`src/rtl/fifo_uart_tx.sv`:
```
// rtl/fifo_uart_tx.sv - FIFO-draining serial transmitter (8N1/8E1/8O1, one bit per clock)
module fifo_uart_tx #(
    parameter int Data_Width = 8
) (
    input  logic                  CLK,
    input  logic                  RST,
    input  logic                  EMPTY,
    input  logic [Data_Width-1:0] RD_DATA,
    input  logic                  PAR_EN,
    input  logic                  PAR_TYP,
    output logic                  R_INC,
    output logic                  TX_OUT,
    output logic                  BUSY
);
    localparam int CW = (Data_Width > 1) ? $clog2(Data_Width) : 1;
    localparam logic [CW-1:0] LAST_BIT = CW'(Data_Width - 1);

    typedef enum logic [2:0] {
        S_IDLE,
        S_START,
        S_DATA,
        S_PARITY,
        S_STOP
    } state_t;

    state_t                state_q, state_d;
    logic [CW-1:0]         cnt_q, cnt_d;
    logic [Data_Width-1:0] shift_q, shift_d;
    logic                  par_en_q, par_en_d;
    logic                  par_bit_q, par_bit_d;
    logic                  tx_q, tx_d;
    logic                  busy_q, busy_d;

    // Pop only from IDLE or the stop cycle, so a new frame follows the stop bit with no gap.
    assign R_INC  = !RST && !EMPTY && ((state_q == S_IDLE) || (state_q == S_STOP));
    assign TX_OUT = tx_q;
    assign BUSY   = busy_q;

    always_ff @(posedge CLK or posedge RST) begin
        if (RST) begin
            state_q   <= S_IDLE;
            cnt_q     <= '0;
            shift_q   <= '0;
            par_en_q  <= 1'b0;
            par_bit_q <= 1'b0;
            tx_q      <= 1'b1;
            busy_q    <= 1'b0;
        end else begin
            state_q   <= state_d;
            cnt_q     <= cnt_d;
            shift_q   <= shift_d;
            par_en_q  <= par_en_d;
            par_bit_q <= par_bit_d;
            tx_q      <= tx_d;
            busy_q    <= busy_d;
        end
    end

    always_comb begin
        state_d   = state_q;
        cnt_d     = cnt_q;
        shift_d   = shift_q;
        par_en_d  = par_en_q;
        par_bit_d = par_bit_q;
        tx_d      = tx_q;
        busy_d    = busy_q;

        case (state_q)
            S_IDLE, S_STOP: begin
                if (R_INC) begin
                    // Parity config is frozen here; later PAR_EN/PAR_TYP changes wait for the next frame.
                    state_d   = S_START;
                    shift_d   = RD_DATA;
                    par_en_d  = PAR_EN;
                    par_bit_d = (^RD_DATA) ^ PAR_TYP;
                    cnt_d     = '0;
                    tx_d      = 1'b0;
                    busy_d    = 1'b1;
                end else begin
                    state_d = S_IDLE;
                    tx_d    = 1'b1;
                    busy_d  = 1'b0;
                end
            end
            S_START: begin
                state_d = S_DATA;
                cnt_d   = '0;
                tx_d    = shift_q[0];
                shift_d = shift_q >> 1;
            end
            S_DATA: begin
                if (cnt_q == LAST_BIT) begin
                    if (par_en_q) begin
                        state_d = S_PARITY;
                        tx_d    = par_bit_q;
                    end else begin
                        state_d = S_STOP;
                        tx_d    = 1'b1;
                    end
                end else begin
                    cnt_d   = cnt_q + CW'(1);
                    tx_d    = shift_q[0];
                    shift_d = shift_q >> 1;
                end
            end
            S_PARITY: begin
                state_d = S_STOP;
                tx_d    = 1'b1;
            end
            default: begin
                state_d = S_IDLE;
                tx_d    = 1'b1;
                busy_d  = 1'b0;
            end
        endcase
    end
endmodule

```
`config.mk`:
```
export PLATFORM = sky130hd
export DESIGN_NAME = fifo_uart_tx
export DESIGN_NICKNAME = d
export VERILOG_FILES = /design/src/rtl/fifo_uart_tx.sv
export SDC_FILE = /design/constraint.sdc
export NUM_CORES = 1
export LEC_CHECK = 0
export ABC_AREA = 1
export ABC_CLOCK_PERIOD_IN_PS = 1400
export CAP_MARGIN = 0
export CORE_MARGIN = 2
export CORE_UTILIZATION = 47
export CTS_CLUSTER_DIAMETER = 150
export DETAILED_ROUTE_END_ITERATION = 10
export PLACE_DENSITY = 0.86
export REMOVE_ABC_BUFFERS = 1
export SLEW_MARGIN = 10
export SYNTH_ARGS = -nofsm -noshare
export SYNTH_HDL_FRONTEND = slang
export SYNTH_SLANG_ARGS = --single-unit
```
`constraint.sdc`:
```
create_clock -name CLK -period 1.4 [get_ports CLK]
set_clock_uncertainty 0.15 [all_clocks]
set_input_delay 0.21 -clock CLK [delete_from_list [all_inputs] [get_ports CLK]]
set_output_delay 0.21 -clock CLK [all_outputs]
set_load 0.02 [all_outputs]
```
==> impl_metrics.ini, run 1 <==
[status]
status = complete, but fails checks
failed_checks = negative setup slack

[timing]
rsz0062_at_grt = true
timing.final.crit_share = 1.12
worstMarginPinSlew_ns = 0.336
post-route-min-period_ns = 1.56
fmax_ghz = 0.640
setup_viol = 14
hold_viol = 0
setup_slack_ns = -0.163
final_max_slew_viol_count = 0
slew_headroom = 0.776

[setup_path]
worstPathMaxFanout = 7
crit_cells = 11
r2r_cells = 11
reg2reg_slack_ns = -0.16
rr_startpoint = state_q[1]$_DFFE_PP0P_
cp_top_family = simple AND/OR/NAND/NOR gates
timing_worst_setup_path_type = flip-flop to flip-flop
cp_cell_sequence = buf_6 -> nand2_4 -> nor2_4 -> inv_2 -> nand2_4 -> inv_4 -> nand2_8 -> nand2_8 -> inv_8 -> nand2_1 -> nand2_1
critical_path.startpoint = state_q[1]$_DFFE_PP0P_
cpMaxStageDelayCell = dfrtp_1
worstSetupStartpointType = flip-flop
required_ns = 1.45
cp-endpoint = shift_q[3]$_DFFE_PP0P_
cpPeakStageDelay_ns = 0.42
path_buf_inv = 4
cp_data_arrival_time_ns = 1.61
r2r_end = shift_q[3]$_DFFE_PP0P_
endpoint_kind = flip-flop

[drt]
routed_wl_um = 3150
drtIter0Drc = 51
drtPass1Iterations = 6
final_antenna_net_count = 0
num_vias = 1141
drcViolationCount = 0
viasPerCell = 5.23
routedWlPerCell_um = 14.5

[clock_tree]
hold_buffers = 0
cts_tree = done
path_clk_slew_ns = 0.11
h-tree-depth = 1
clockBufferDepth = 2
cts_buffers = 3
cts_root_buffer = clkbuf_4
worstSkewPairLatency_ns = 0.30
cts_sinks = 18

[place]
hpwl_um = 1770
gp_congestion = 0.839
place.port_buffers = 15
place_ws_ns = -0.462

[power_and_ir_drop]
pwr-share-comb = 0.688
pwr_density_cell_nw_per_um2 = 2460
power_w = 0.00397
p_switching_w = 0.00184
switching_share = 0.463
power_frac_clock = 0.071
intPower_w = 0.00213
power_leakage_nw = 0.854
seq_power_share = 0.241
worst_ir_drop_vdd_v = 0.00144

[synth]
ys_ff_latch = 18
synthFlopType = dfrtp_1
synth_largest_area_cell = dfrtp_1
yosysUniqueCellTypes = 19
synth_cells = 145
synth_top_area_frac = 0.415
synth_most_common_cell = nand2_1
yosysWarnings = 0
avgSynthCellArea_um2 = 7.07
synth.yosys.seq_area_share = 0.441
synthTopCellsByArea = dfrtp_1, nand2_1, inv_1
syn_area_um2 = 1020
ys_top_cells_by_count = nand2_1, dfrtp_1, inv_1
synth-edff-count = 0
postSynth.asyncResetShare = 1.00

[die]
core_area_um2 = 2000
rows = 16
initial_utilization = 0.512
die_area_um2 = 2570
io-pin-count = 16
dieWidth_um = 50.7
die_h_um = 50.7

[global_routing]
grt_first_pass_wirelength_um = 4980
grt_pass1_vias = 1154
gr-total-overflow = 0
track_usage = 0.267
grt_max_degree = 14
antenna_found_initial = 0

[flow_run]
max_cap_violations = 0

[min_path]
hp-class = input port to async pin

[finish]
n_antenna_cell = 0
nets = 207
synthToLayoutAreaGrowth_pct = 57.3
layout-drive-gt1-share = 0.366
[kinds of logic after synthesis]
kind of cell | count (synthesis) | share of synthesized area
simple gates | 91 | 0.369
buf+inv | 20 | 0.0842
flops | 18 | 0.441
compound gates | 12 | 0.0647
xor+xnor | 2 | 0.0171
fa+ha+maj | 2 | 0.0244
[sequential cells by signal (all words and copies together), names as in the netlist]
register   flops
cnt_q          3
par_bit_q      1
TX_OUT         1
par_en_q       1
shift_q        8
BUSY           1
state_q        3
[routing by layer]
metal | GRT usage | wire [um]
met3 | 0.0446 | 109
met1 | 0.279 | 1210
met2 | 0.491 | 1720
met4 | 0.167 | 106
met5 | 0 | 0
[worst reg2reg max path: stages, from the launching register on]
cell     delay, ns
dfrtp_1       0.42
buf_6         0.14
nand2_4       0.06
nor2_4        0.04
inv_2         0.09
nand2_4       0.09
inv_4         0.09
nand2_8       0.08
nand2_8       0.11
inv_8         0.05
nand2_1       0.07
nand2_1       0.06
[stage by stage]
step	utilization	area, um2	hold slack [ns]	setup TNS, ns	instances
2_1_floorplan	-	1010	-0.00216	0	143
4_1_cts	0.752	1510	0.0229	-1.68	216
6_report	0.805	1610	0.0489	-1.48	218
3_3_place_gp	0.669	1340	0.307	-2.33	205
5_1_grt	0.805	1610	0.0427	-2.26	218
3_5_place_dp	0.669	1340	0.320	-3.32	205
[layout by cell type (no fill, tap or decap), types with 2 or more instances in the layout]
master,netlist,final
buf_6,1,5
inv_4,0,2
nand2_2,1,13
o21ai_2,1,2
inv_1,14,11
inv_2,4,4
nand2_1,74,59
nand2_4,3,4
nand3_1,7,6
nor2_1,5,2
dfrtp_1,17,17
nor2_4,0,3
clkbuf_4,0,3
nand2_8,0,3
o21ai_0,9,6
clkdlybuf4s50_1,0,12
o21ai_1,0,2
buf_4,1,22
[power by group through the flow]
stage	combinational, W	sequential [W]	clock, W
2_1_floorplan	0.00100	0.000929	0
3_3_place_gp	0.00155	0.000897	0
3_5_place_dp	0.00165	0.000913	0
4_1_cts	0.00223	0.000915	0.000276
5_1_grt	0.00295	0.000974	0.000314
6_report	0.00273	0.000955	0.000282
[worst min-delay path by stage]
stage	startpoint	slack [ns]	endpoint	cells past startpoint
after floorplan	RST	-0.002	BUSY$_DFFE_PP0N_	1
after global placement	cnt_q[1]$_DFFE_PP0P_	0.31	cnt_q[1]$_DFFE_PP0P_	2
after detailed placement	shift_q[0]$_DFFE_PP0P_	0.32	shift_q[0]$_DFFE_PP0P_	2
after CTS	RST	0.02	BUSY$_DFFE_PP0N_	2
after global routing	RST	0.04	par_en_q$_DFFE_PP0P_	2
final	RST	0.05	par_en_q$_DFFE_PP0P_	2
[layout make-up]
class,count,area [um2]
clock buffer,4,26.3
fill,120,390
inverter,18,80.1
multi-input combinational,108,623
sequential,18,452
tap,27,33.8
timing repair buffer,43,397
[timing repair]
item | CTS | global route
pin swaps | 6 | 14
buffers inserted | 6 | 2
gates cloned | 1 | 1
gates resized for setup | 36 | 26
endpoints found under the setup margin | 15 | 17
(Power assumes the default switching activity.)
==> inputs of run 2 (changes only) <==
--- a/config.mk
+++ b/config.mk
@@ -14,7 +14,8 @@
 export DETAILED_ROUTE_END_ITERATION = 10
 export PLACE_DENSITY = 0.86
 export REMOVE_ABC_BUFFERS = 1
-export SLEW_MARGIN = 10
+export SKIP_CTS_REPAIR_TIMING = 1
+export SLEW_MARGIN = 20
 export SYNTH_ARGS = -nofsm -noshare
 export SYNTH_HDL_FRONTEND = slang
 export SYNTH_SLANG_ARGS = --single-unit
==> impl_metrics.ini, run 2 (same netlist as run 1, synthesis figures left out) <==
[status]
status = complete, but fails checks
failed_checks = negative setup slack

[power_and_ir_drop]
worst_ir_drop_vdd_v = 0.00148
power_leakage_nw = 0.854
pwr_density_cell_nw_per_um2 = 2430
power_w = 0.00381

[die]
io-pin-count = 16
die_area_um2 = 2570
rows = 16
die_h_um = 50.7
dieWidth_um = 50.7
core_area_um2 = 2000
initial_utilization = 0.512

[drt]
viasPerCell = 5.19
drcViolationCount = 0
routed_wl_um = 3120
routedWlPerCell_um = 14.5
drtIter0Drc = 30
final_antenna_net_count = 0
drtPass1Iterations = 4
num_vias = 1115

[clock_tree]
clockBufferDepth = 2
worstSkewPairLatency_ns = 0.30
h-tree-depth = 1
cts_tree = done
path_clk_slew_ns = 0.10
cts_root_buffer = clkbuf_4
cts_sinks = 18
cts_buffers = 3

[finish]
n_antenna_cell = 0
layout_common_cells = nand2_1, buf_4, dfrtp_1
final_area_um2 = 1570
synthToLayoutAreaGrowth_pct = 53.4
top_register = shift_q
nets = 204
final_common_cell = nand2_1
utilization = 0.785
layout-drive-gt1-share = 0.346
reg_top3 = shift_q: 8 flops, cnt_q: 3 flops, state_q: 3 flops
largest_reg_flops = 8

[timing]
post-route-min-period_ns = 1.56
hold_viol = 0
whs_ns = 0.0364
fmax_ghz = 0.643
worstMarginPinSlew_ns = 0.298
final_max_slew_viol_count = 0
setup_viol = 13
rsz0062_at_grt = true
slew_headroom = 0.801
timing.final.crit_share = 1.11
setup_slack_ns = -0.155

[setup_path]
worstPathMaxFanout = 7
timing_worst_setup_path_type = flip-flop to flip-flop
cp_data_arrival_time_ns = 1.60
endpoint_kind = flip-flop
required_ns = 1.44
rr_startpoint = state_q[1]$_DFFE_PP0P_
r2r_cells = 11
r2r_end = shift_q[5]$_DFFE_PP0P_
worstSetupStartpointType = flip-flop
reg2reg_slack_ns = -0.16

[place]
hpwl_um = 1770
placed_cell_area_um2 = 1340
place_ws_ns = -0.462
gp_congestion = 0.839
place.port_buffers = 15

[global_routing]
grt_max_degree = 14
grt_pass1_vias = 995
antenna_found_initial = 0
grt_first_pass_wirelength_um = 3860
track_usage = 0.203
gr-total-overflow = 0

[min_path]
hp-class = input port to async pin

[flow_run]
max_cap_violations = 0
-- run 2: cell count changes in the layout (fill, tap and decap cells not counted), sizes merged --
cell,previous run,this run
buf,29,26
clkdlybuf4s15,1,0
dlymetal6s2s,0,1
-- run 2: final cells by class --
cell class / count / area (um2)
clock buffers: 4 / 26.3
fillers: 140 / 430
inverters: 18 / 80.1
multi-input cells: 108 / 624
flip-flops and latches: 18 / 452
well taps: 27 / 33.8
repair buffers: 40 / 355
-- run 2: critical path, stage by stage, from the launching register on --
cell	delay, ns
dfrtp_1	0.42
buf_6	0.14
nand2_4	0.07
nor2_4	0.04
inv_2	0.08
nand2_4	0.08
inv_4	0.09
nand2_8	0.08
nand2_8	0.13
inv_8	0.06
nand2_1	0.06
nand2_1	0.05
-- run 2: metrics by stage --
stage / TNS (ns) / instances
2_1_floorplan: 0 / 143
3_3_place_gp: -2.33 / 205
3_5_place_dp: -3.32 / 205
4_1_cts: -2.58 / 209
5_1_grt: -1.93 / 215
6_report: -1.40 / 215
-- run 2: how the worst max path moves through the flow --
stage | start | endpoint | slack (ns) | cells past startpoint
final | state_q[1]$_DFFE_PP0P_ | shift_q[5]$_DFFE_PP0P_ | -0.16 | 11
after global routing | state_q[1]$_DFFE_PP0P_ | shift_q[5]$_DFFE_PP0P_ | -0.20 | 11
after CTS | state_q[1]$_DFFE_PP0P_ | R_INC | -0.58 | 4
after detailed placement | RST | R_INC | -0.46 | 5
after global placement | RST | R_INC | -0.40 | 5
after floorplan | state_q[2]$_DFFE_PP0P_ | shift_q[2]$_DFFE_PP0P_ | 0.01 | 11
-- run 2: power by group --
part	switching, W	internal (W)
Clock	0.000163	0.000111
Sequential	0.000172	0.000784
Combinational	0.00150	0.00108
-- run 2: layer usage --
layer,vias to the layer above,track usage,wire (um)
met3,10,0.0357,157
met5,-,0,0
met2,41,0.364,1700
met1,535,0.225,1160
met4,0,0.113,107
li1,529,-,-
